[src/rtl/instruction_fetch_unit_if.sv]
// Instruction memory read port plus the instruction-register handshake toward decode.
// The fetch unit takes the master side; memory and consumer take the slave side.
interface instruction_fetch_unit_if;
  logic [7:0]  inst_address;
  logic [31:0] read_data;
  logic [31:0] ir_out;
  logic        ir_valid;
  logic        ir_ready;
  logic        branch_taken;
  logic [7:0]  branch_target;
  logic [7:0]  pc_out;

  modport master (
    output inst_address,
    output ir_out,
    output ir_valid,
    output pc_out,
    input  read_data,
    input  ir_ready,
    input  branch_taken,
    input  branch_target
  );

  modport slave (
    input  inst_address,
    input  ir_out,
    input  ir_valid,
    input  pc_out,
    output read_data,
    output ir_ready,
    output branch_taken,
    output branch_target
  );
endinterface

[src/rtl/instruction_fetch_unit.sv]
// Fetch unit: owns the PC, captures memory words into the IR and hands them to decode
// over valid/ready. Handles sequential advance, taken branches and a halting opcode.
module instruction_fetch_unit #(
  parameter logic [7:0]  RESET_PC = 8'd2,
  parameter logic [2:0]  HALT_OP  = 3'b111,
  parameter int unsigned CNT_W    = 16
) (
  input  logic                    clk,
  input  logic                    reset,
  input  logic                    start,
  instruction_fetch_unit_if.master bus,
  output logic                    halted,
  output logic [CNT_W-1:0]        fetch_count
);

  typedef enum logic [1:0] {
    StIdle,
    StFetch,
    StValid,
    StHalt
  } state_e;

  state_e           state_q, state_d;
  logic [7:0]       pc_q, pc_d;
  logic [31:0]      ir_q, ir_d;
  logic [7:0]       pc_out_q, pc_out_d;
  logic [CNT_W-1:0] count_q, count_d;
  logic             accept;

  always_ff @(posedge clk) begin
    if (reset) begin
      state_q  <= StIdle;
      pc_q     <= RESET_PC;
      ir_q     <= '0;
      pc_out_q <= '0;
      count_q  <= '0;
    end else begin
      state_q  <= state_d;
      pc_q     <= pc_d;
      ir_q     <= ir_d;
      pc_out_q <= pc_out_d;
      count_q  <= count_d;
    end
  end

  always_comb begin
    state_d  = state_q;
    pc_d     = pc_q;
    ir_d     = ir_q;
    pc_out_d = pc_out_q;
    count_d  = count_q;
    accept   = (state_q == StValid) && bus.ir_ready;

    unique case (state_q)
      StIdle: begin
        if (start) state_d = StFetch;
      end
      StFetch: begin
        ir_d     = bus.read_data;
        pc_out_d = pc_q;
        if (count_q != '1) count_d = count_q + CNT_W'(1);
        state_d  = StValid;
      end
      StValid: begin
        if (accept) begin
          // The PC moves even on a halting accept so a later observer sees the redirect.
          pc_d    = bus.branch_taken ? bus.branch_target : pc_q + 8'd1;
          state_d = (ir_q[31:29] == HALT_OP) ? StHalt : StFetch;
        end
      end
      StHalt: begin
        state_d = StHalt;
      end
      default: begin
        state_d = StIdle;
      end
    endcase
  end

  assign bus.inst_address = pc_q;
  assign bus.ir_out       = ir_q;
  assign bus.pc_out       = pc_out_q;
  assign bus.ir_valid     = (state_q == StValid);
  assign halted           = (state_q == StHalt);
  assign fetch_count      = count_q;

endmodule

[src/flat_wrapper.sv]
// flat-port wrapper written by rule: the top's interface ports become plain ports
module instruction_fetch_unit_flat 
#(
  parameter logic [7:0]  RESET_PC = 8'd2,
  parameter logic [2:0]  HALT_OP  = 3'b111,
  parameter int unsigned CNT_W    = 16
)
  (clk, reset, start, halted, fetch_count, bus_inst_address, bus_ir_out, bus_ir_valid, bus_pc_out, bus_read_data, bus_ir_ready, bus_branch_taken, bus_branch_target);
  instruction_fetch_unit_if bus_i ();
  input  logic clk;
  input  logic reset;
  input  logic start;
  output logic halted;
  output logic [CNT_W-1:0] fetch_count;
  output wire logic [$bits(bus_i.inst_address)-1:0] bus_inst_address;
  output wire logic [$bits(bus_i.ir_out)-1:0] bus_ir_out;
  output wire logic [$bits(bus_i.ir_valid)-1:0] bus_ir_valid;
  output wire logic [$bits(bus_i.pc_out)-1:0] bus_pc_out;
  input wire logic [$bits(bus_i.read_data)-1:0] bus_read_data;
  input wire logic [$bits(bus_i.ir_ready)-1:0] bus_ir_ready;
  input wire logic [$bits(bus_i.branch_taken)-1:0] bus_branch_taken;
  input wire logic [$bits(bus_i.branch_target)-1:0] bus_branch_target;
  assign bus_inst_address = bus_i.inst_address;
  assign bus_ir_out = bus_i.ir_out;
  assign bus_ir_valid = bus_i.ir_valid;
  assign bus_pc_out = bus_i.pc_out;
  assign bus_i.read_data = bus_read_data;
  assign bus_i.ir_ready = bus_ir_ready;
  assign bus_i.branch_taken = bus_branch_taken;
  assign bus_i.branch_target = bus_branch_target;
  instruction_fetch_unit #(.RESET_PC(RESET_PC), .HALT_OP(HALT_OP), .CNT_W(CNT_W)) u_core (.clk(clk), .reset(reset), .start(start), .bus(bus_i), .halted(halted), .fetch_count(fetch_count));
endmodule
[config.mk]
export PLATFORM = sky130hd
export DESIGN_NAME = instruction_fetch_unit_flat
export DESIGN_NICKNAME = d
export VERILOG_FILES = /design/src/rtl/instruction_fetch_unit_if.sv /design/src/rtl/instruction_fetch_unit.sv /design/src/flat_wrapper.sv
export SDC_FILE = /design/constraint.sdc
export NUM_CORES = 1
export LEC_CHECK = 0
export ABC_AREA = 1
export CAP_MARGIN = 20
export CORE_MARGIN = 1.5
export CORE_UTILIZATION = 39
export DETAILED_ROUTE_END_ITERATION = 10
export PLACE_DENSITY = 0.72
export SLEW_MARGIN = 0
export SYNTH_ARGS = -nofsm -noshare
export SYNTH_HDL_FRONTEND = slang
export SYNTH_SLANG_ARGS = --single-unit
[constraint.sdc]
create_clock -name clk -period 1.5 [get_ports clk]
set_input_delay 0.15 -clock clk [delete_from_list [all_inputs] [get_ports clk]]
set_output_delay 0.15 -clock clk [all_outputs]
set_load 0.02 [all_outputs]
==> flow_summary.toml, run 1 <==
[grt]
grt_max_degree = 46
grt_usage_pct = 21.4
antenna_found_initial = 0
overflow = 0
first_global_vias = 2816
grt_first_pass_wirelength_um = 13000

[synthesis]
synth.avg_cell_area_um2 = 7.13
yosys_warnings = 0
ys_seq_area_share_pct = 45.7
ys_types = 26
ys_ff_latch = 66
syn_area_um2 = 2890
syn-num-nets = 452
syn_inst = 405

[sta]
fin_crit_ns = 1.46
setup_viol = 0
tightest_slew_ns = 0.324
period_share_pct = 97.0
hold_violations = 0
fin_ws_ns = 0.0446
maxSlewViolCount = 0
fmax_ghz = 0.687
slew_headroom_pct = 78.4
clock_skew_ns = 0.00873

[flow_run]
cap_violations = 0

[drt]
vias = 3021
wl_per_cell_um = 12.7
antenna_left = 0
highest_layer = "met4"
dr.first_iter.drc_count = 123
firstDrtPassIters = 4
viasPerCell = 4.72
route.met3.wl_um = 732
met2_length_um = 3790
drc = 0
wl_met1_um = 3490
routed_wl_um = 8120

[critical_path]
worst-path-buf-inv = 1
critPathSlowestCell = "clkdlybuf4s50_1"
arrival_ns = 1.31
cpLargestDelayFamily = "buffers and inverters"
worstPathCellList = "clkdlybuf4s50_1"
cp_max_fo = 2
critPathLaunchType = "flop"
critPathKind = "reg2out"
max_stage_delay_ns = 0.63
crit_required_ns = 1.35
endpoint_kind = "output pin"

[floorplanning]
core_um2 = 7210
die_h_um = 89.1
rows = 31
fp.dieArea_um2 = 7930
dieWidth_um = 89.1
num_io_pins = 111
initial_core_util_pct = 40.0

[pwr]
irDropWorstVdd_mv = 0.503
finalPower_uw = 4270
p_leak_uw = 0.00213
power_density_nw_per_um2 = 945

[clock_tree]
root_buffer = "clkbuf_8"
cts_tree = "done"
clk_pin_slew_ns = 0.08
cts_buffers = 9
htreeDepth = 3
cts_buffer_depth = 2
clk_latency_ns = 0.35
cts.sinks = 66

[cells_and_area]
area_delta_synth_final_pct = 56.3
utilization_pct = 62.6
final_net_count = 583
final_area_um2 = 4520
n_antenna_cell = 0
drive_above_1_share_pct = 13.3

[placement]
gp_congestion = 0.841
preCtsSetupSlack_ns = 0.0521
io_buffers = 110
hpwl_um = 5800
place_area_um2 = 4270

[outcome]
status = "finished clean"

[hold_path]
worstHoldPathType = "in2reg"
## logic make-up (layout without fill, tap and decap cells)
group | count (synthesis) | in the layout | share of synthesized area (%)
flops | 66 | 66 | 45.7
simple gates | 214 | 214 | 30.6
fa+ha+maj | 2 | 2 | 0.866
buf+inv | 42 | 178 | 6.28
xor+xnor | 7 | 7 | 2.12
compound gates | 74 | 74 | 14.4
## routing by layer
metal  up-vias  track usage [%]
li1       1561                -
met1      1363             25.8
met2        90             33.4
met3         7             10.2
met4         0             8.11
met5         -                0
## state kept, by name, summed over array words and instances (netlist names)
signal and cells:
u_core.state_q 2, u_core.bus.pc_out 8, u_core.bus.ir_out 32, u_core.fetch_count 16
u_core.bus.inst_address 8
## path summary, 6_finish.rpt
kind / from / endpoint / slack [ns] / depth (start not counted)
worst max register to register: u_core.fetch_count[0]$_SDFFE_PP0P_ / u_core.fetch_count[8]$_SDFFE_PP0P_ / 0.12 / 9
worst min register to register: u_core.bus.inst_address[7]$_SDFFE_PP0P_ / u_core.bus.inst_address[7]$_SDFFE_PP0P_ / 0.51 / 2
worst min-delay path: bus_read_data[2] / u_core.bus.ir_out[2]$_SDFFE_PP0N_ / 0.38 / 3
worst max-delay path: u_core.bus.ir_out[2]$_SDFFE_PP0N_ / bus_ir_out[2] / 0.04 / 1
## cell type report
cell class                      count  area [um^2]
Fill cell                         676         2700
Multi-Input combinational cell    297         1420
Timing Repair Buffer              139         1360
Sequential cell                    66         1330
Clock buffer                       10          138
Tap cell                           99          124
Inverter                           23         86.3
Clock inverter                      6         66.3
## where the power goes
part           leakage (uW)  switching, uW  internal, uW  total, uW
combinational       0.00150            416           385        802
clock             0.0000945            725           812       1540
sequential         0.000541           63.0          1870       1930
total               0.00213           1200          3060       4270
## through the flow
| stage | hold slack [ns] | TNS [ns] | cells |
|---|---|---|---|
| after floorplan | 0.229 | 0 | 405 |
| after global placement | 0.485 | 0 | 623 |
| after detailed placement | 0.494 | 0 | 623 |
| after CTS | 0.365 | 0 | 639 |
| after global routing | 0.365 | -0.0330 | 640 |
| final | 0.380 | 0 | 640 |
## cells in the final DEF (no fill, tap or decap)
cell	Yosys	routed
ha_1	2	1
nand2_1	69	69
buf_12	0	3
buf_4	0	25
dlymetal6s2s_1	0	13
a21oi_2	9	9
o311ai_0	1	1
clkdlybuf4s15_1	0	1
inv_1	23	23
o21ai_4	0	1
nand2_2	5	5
dfxtp_1	66	62
bufinv_16	0	1
nor3b_1	1	1
nand3_1	16	16
nor4_1	1	1
a21oi_1	14	14
dfxtp_2	0	4
buf_6	2	1
nand4_1	8	8
clkbuf_8	0	10
o21ai_0	47	47
clkinv_4	0	1
nor2_1	107	107
xor2_1	4	4
nor2_2	5	4
clkinv_2	0	1
nor3_2	0	1
nor2_4	1	2
clkinvlp_4	0	3
o211ai_1	1	1
xnor2_1	3	3
ha_4	0	1
a211oi_1	1	1
dlygate4sd2_1	0	26
clkdlybuf4s50_1	0	70
## synth_stat cells, drive strengths merged
cell,instances,share of area [%]
o311ai,1,0.30
clkbuf,9,1.2
dfxtp,66,46
nor4,1,0.22
a211oi,1,0.26
nor2,113,15
nand3,16,2.8
xnor2,3,0.91
a21oi,23,5.2
buf,10,2.1
nand4,8,1.7
o21ai,48,8.4
nor3b,1,0.26
inv,23,3.0
o211ai,1,0.26
nand2,74,10
nor3,1,0.17
ha,2,0.87
xor2,4,1.2
## repair_timing
item / in CTS / in global routing
pin swaps: 0 / 1
endpoints found under the setup margin: 27 / 29
resized for setup: 27 / 21
buffers inserted: 0 / 1
hold buffers: 0 / 0
Note: power is estimated with default switching activity, not from simulation.
==> run 2, diff against run 1 <==
--- a/config.mk
+++ b/config.mk
@@ -11,6 +11,7 @@
 export CORE_UTILIZATION = 39
 export DETAILED_ROUTE_END_ITERATION = 10
 export PLACE_DENSITY = 0.72
+export SKIP_CTS_REPAIR_TIMING = 1
 export SLEW_MARGIN = 0
 export SYNTH_ARGS = -nofsm -noshare
 export SYNTH_HDL_FRONTEND = slang
==> run 2 against run 1 <==
Against the previous run:
- global-route usage decreased by 0.077 points
- worst hold slack better by 0.0020 ns
- register-to-register slack hardly changed
- die area is the same
- wire length rose by 0.57%
- combinational power is 1% higher
- power barely moved
- sequential power about the same
- via count hardly changed
- clock-buffer cell count is the same
- highest routed layer unchanged
==> flow_summary.toml, run 2 (synthesis results as in run 1) <==
[drt]
drc = 0
wl_per_cell_um = 12.8
viasPerCell = 4.72
vias = 3023
dr.first_iter.drc_count = 127
routed_wl_um = 8160
antenna_left = 0
firstDrtPassIters = 4

[clock_tree]
cts_buffer_depth = 2
cts.sinks = 66
clk_latency_ns = 0.34
cts_buffers = 9
root_buffer = "clkbuf_8"
clk_pin_slew_ns = 0.08
cts_tree = "done"
htreeDepth = 3

[critical_path]
crit_required_ns = 1.35
worstPathCellList = "clkdlybuf4s50_1"
critPathKind = "reg2out"
max_stage_delay_ns = 0.63
endpoint_kind = "output pin"
regToRegSetupSlack_ns = 0.11
arrival_ns = 1.30
critPathSlowestCell = "clkdlybuf4s50_1"
critPathLaunchType = "flop"
r2r-end = "u_core.fetch_count[15]$_SDFFE_PP0P_"
cp_max_fo = 2
reg2reg_depth = 9
worst-path-buf-inv = 1
r2r-start = "u_core.fetch_count[0]$_SDFFE_PP0P_"
cpLargestDelayFamily = "buffers and inverters"

[grt]
overflow = 0
grt_max_degree = 46
grt_usage_pct = 21.3
grt_first_pass_wirelength_um = 12900
first_global_vias = 2810
antenna_found_initial = 0

[cells_and_area]
final_area_um2 = 4620
final_net_count = 583
final_cell_mix = "nor2_1 (107), clkdlybuf4s50_1 (70), nand2_1 (69)"
area_delta_synth_final_pct = 59.8
utilization_pct = 64.0
multi_input_area_um2 = 1420
fill_cells = 652
n_antenna_cell = 0
mostFrequentLayoutCell = "nor2_1"
instances_no_fill = 640
drive_above_1_share_pct = 13.3
regArea_um2 = 1330
largest_reg_flops = 32

[floorplanning]
fp.dieArea_um2 = 7930
num_io_pins = 111
rows = 31
dieWidth_um = 89.1
core_um2 = 7210
initial_core_util_pct = 40.0
die_h_um = 89.1

[sta]
rsz0062_at_grt = "yes"
period_share_pct = 96.9
fin_ws_ns = 0.0465
fmax_ghz = 0.688
setup_viol = 0
tightest_slew_ns = 0.329
clock_skew_ns = 0.00814
tns_ns = 0
fin_crit_ns = 1.45
maxSlewViolCount = 0
hold_violations = 0
slew_headroom_pct = 78.0

[hold_path]
min-delay-start = "bus_read_data[31]"
worstHoldPathType = "in2reg"
min_to = "u_core.bus.ir_out[31]$_SDFFE_PP0N_"
min_path_cells = 3

[placement]
gp_congestion = 0.841
place_area_um2 = 4270
place_inst = 623
hpwl_um = 5800
io_buffers = 110
preCtsSetupSlack_ns = 0.0521

[outcome]
status = "finished clean"

[flow_run]
cap_violations = 0

[pwr]
irDropWorstVdd_mv = 0.541
power_density_nw_per_um2 = 924
p_leak_uw = 0.00249
run 2: how the worst max path moves through the flow:
stage / from / end / slack [ns] / cells past startpoint
5_1_grt: u_core.fetch_count[0]$_SDFFE_PP0P_ / u_core.fetch_count[2]$_SDFFE_PP0P_ / -0.03 / 8
4_1_cts: u_core.state_q[1]$_SDFFE_PP0P_ / bus_ir_valid / -0.24 / 3
3_5_place_dp: u_core.fetch_count[0]$_SDFFE_PP0P_ / u_core.fetch_count[15]$_SDFFE_PP0P_ / 0.05 / 9
3_3_place_gp: u_core.fetch_count[0]$_SDFFE_PP0P_ / u_core.fetch_count[15]$_SDFFE_PP0P_ / 0.08 / 9
6_report: u_core.bus.ir_out[2]$_SDFFE_PP0N_ / bus_ir_out[2] / 0.05 / 1
2_1_floorplan: u_core.fetch_count[0]$_SDFFE_PP0P_ / u_core.fetch_count[10]$_SDFFE_PP0P_ / 0.04 / 9
run 2: per-layer routing:
| layer | wire length, um | up-vias | GRT usage, % |
|---|---|---|---|
| met3 | 700 | 9 | 10.1 |
| met5 | 0 | - | 0 |
| li1 | - | 1560 | - |
| met4 | 102 | 0 | 8.11 |
| met1 | 3590 | 1374 | 25.8 |
| met2 | 3770 | 80 | 33.2 |
run 2: where the power goes:
group	internal [uW]	switching (uW)	leakage, uW
clock	812	717	0.0000945
sequential	1870	63.1	0.000541
combinational	394	415	0.00185
total	3070	1200	0.00249
run 2: layout make-up:
cell class	count	share of cell area, %
clock buffer	10	2.98
sequential	66	28.7
tap	99	2.68
timing repair buffer	139	31.6
multi-input combinational	297	30.7
inverter	23	1.87
clock inverter	6	1.44
run 2: metrics by stage:
step                      total power, uW  hold WS (ns)
final                                4270         0.382
after CTS                            4330         0.365
after detailed placement             2780         0.494
after global routing                 4490         0.365
after floorplan                      2340         0.229
after global placement               2770         0.485
==> run 3, diff against run 2 <==
--- a/config.mk
+++ b/config.mk
@@ -7,6 +7,7 @@
 export LEC_CHECK = 0
 export ABC_AREA = 1
 export CAP_MARGIN = 20
+export CORE_ASPECT_RATIO = 1.1
 export CORE_MARGIN = 1.5
 export CORE_UTILIZATION = 39
 export DETAILED_ROUTE_END_ITERATION = 10
==> run 3 against run 2 <==
Against the previous run:
- the run now ends with DRC left
- fmax down 0.46%
- worst hold slack better by 0.011 ns
- combinational power about the same
==> flow_summary.toml, run 3 (synthesis results as in run 1) <==
[placement]
io_buffers = 110
gp_congestion = 0.799
preCtsSetupSlack_ns = 0.0166
hpwl_um = 5620

[outcome]
failed_checks = "DRC"
status = "finished with violations"

[floorplanning]
dieWidth_um = 85.1
fp.dieArea_um2 = 7930
initial_core_util_pct = 40.8
die_h_um = 93.3
core_um2 = 7090
num_io_pins = 111
rows = 32

[cells_and_area]
area_delta_synth_final_pct = 54.4
final_net_count = 568
n_antenna_cell = 0
final_cell_mix = "nor2_1 (106), clkdlybuf4s50_1 (85), nand2_1 (69)"
largest_reg_flops = 32
drive_above_1_share_pct = 12.4
mostFrequentLayoutCell = "nor2_1"

[pwr]
power_density_nw_per_um2 = 940
p_leak_uw = 0.00217
irDropWorstVdd_mv = 0.774

[hold_path]
worstHoldPathType = "in2reg"
min-delay-start = "bus_read_data[29]"
min_path_cells = 3
min_to = "u_core.bus.ir_out[29]$_SDFFE_PP0N_"

[sta]
setup_viol = 0
hold_violations = 0
tightest_slew_ns = 0.381
period_share_pct = 97.3
clock_skew_ns = 0.00547
fin_crit_ns = 1.46
fmax_ghz = 0.685
fin_ws_ns = 0.0398
maxSlewViolCount = 0
slew_headroom_pct = 74.6
whs_ns = 0.392

[critical_path]
max_stage_delay_ns = 0.61
cp_max_fo = 4
arrival_ns = 1.31
crit_required_ns = 1.35
critPathSlowestCell = "clkdlybuf4s50_1"
r2r-end = "u_core.fetch_count[8]$_SDFFE_PP0P_"
reg2reg_depth = 9
r2r-start = "u_core.fetch_count[1]$_SDFFE_PP0P_"
worstPathCellList = "clkdlybuf4s50_1"
worst-path-buf-inv = 1
critPathLaunchType = "flop"
critPathKind = "reg2out"
endpoint_kind = "output pin"
crit_cells = 1
regToRegSetupSlack_ns = 0.11
cpLargestDelayFamily = "buffers and inverters"

[clock_tree]
cts_buffer_depth = 2
cts_buffers = 9
cts_tree = "done"
root_buffer = "clkbuf_8"
cts.sinks = 66
clk_latency_ns = 0.33
htreeDepth = 3
clk_pin_slew_ns = 0.07

[drt]
dr.first_iter.drc_count = 112
drc = 6
wl_per_cell_um = 13.4
vias = 2999
routed_wl_um = 8180
antenna_left = 0
firstDrtPassIters = 7
viasPerCell = 4.92

[grt]
grt_first_pass_wirelength_um = 13100
overflow = 0
first_global_vias = 2889
antenna_found_initial = 0
grt_max_degree = 48
grt_usage_pct = 20.4

[flow_run]
cap_violations = 0
run 3: changes by cell type in the layout (fill, tap and decap cells not counted), sizes merged:
cell	before	now
buf	29	14
clkdlybuf4s50	70	85
clkbuf	10	12
clkinvlp	3	0
dlymetal6s2s	40	25
run 3: cell type report:
| cell class | instances | area (um^2) |
|---|---|---|
| flip-flops and latches | 66 | 1340 |
| fillers | 638 | 2630 |
| clock inverters | 3 | 40.0 |
| clock buffers | 12 | 145 |
| inverters | 23 | 86.3 |
| multi-input cells | 297 | 1420 |
| well taps | 85 | 106 |
| repair buffers | 124 | 1320 |
run 3: routing by layer:
layer / vias up / global-route usage (%) / wire, um
met3: 4 / 6.80 / 718
met1: 1359 / 23.8 / 3490
li1: 1540 / - / -
met5: - / 0 / 0
met4: 0 / 7.10 / 46
met2: 96 / 34.9 / 3930
run 3: per-stage QoR:
stage,setup TNS (ns),utilization (%),instance area [um^2],std cells,total power [uW]
6_report,0,62.9,4460,610,4190
5_1_grt,-0.000380,62.9,4460,610,4380
4_1_cts,-1.60,61.0,4320,608,4220
3_5_place_dp,0,58.4,4140,593,2770
3_3_place_gp,0,58.4,4140,593,2760
2_1_floorplan,0,-,2890,405,2340
run 3: how the worst max path moves through the flow:
stage	end	slack, ns	start
finish	fetch_count[8]	0.04	u_core.fetch_count[8]$_SDFFE_PP0P_
global route	u_core.fetch_count[2]$_SDFFE_PP0P_	-0.0004	u_core.fetch_count[0]$_SDFFE_PP0P_
CTS	bus_ir_valid	-0.23	u_core.state_q[1]$_SDFFE_PP0P_
detailed placement	u_core.fetch_count[12]$_SDFFE_PP0P_	0.02	u_core.fetch_count[1]$_SDFFE_PP0P_
global placement	u_core.fetch_count[13]$_SDFFE_PP0P_	0.07	u_core.fetch_count[1]$_SDFFE_PP0P_
floorplan	u_core.fetch_count[10]$_SDFFE_PP0P_	0.04	u_core.fetch_count[0]$_SDFFE_PP0P_
run 3: report_power, final:
part / switching, uW / internal, uW / leakage (uW) / total (uW)
Combinational: 414 / 395 / 0.00153 / 808
Sequential: 70.4 / 1870 / 0.000546 / 1940
Clock: 646 / 800 / 0.0000962 / 1450
Total: 1130 / 3060 / 0.00217 / 4190
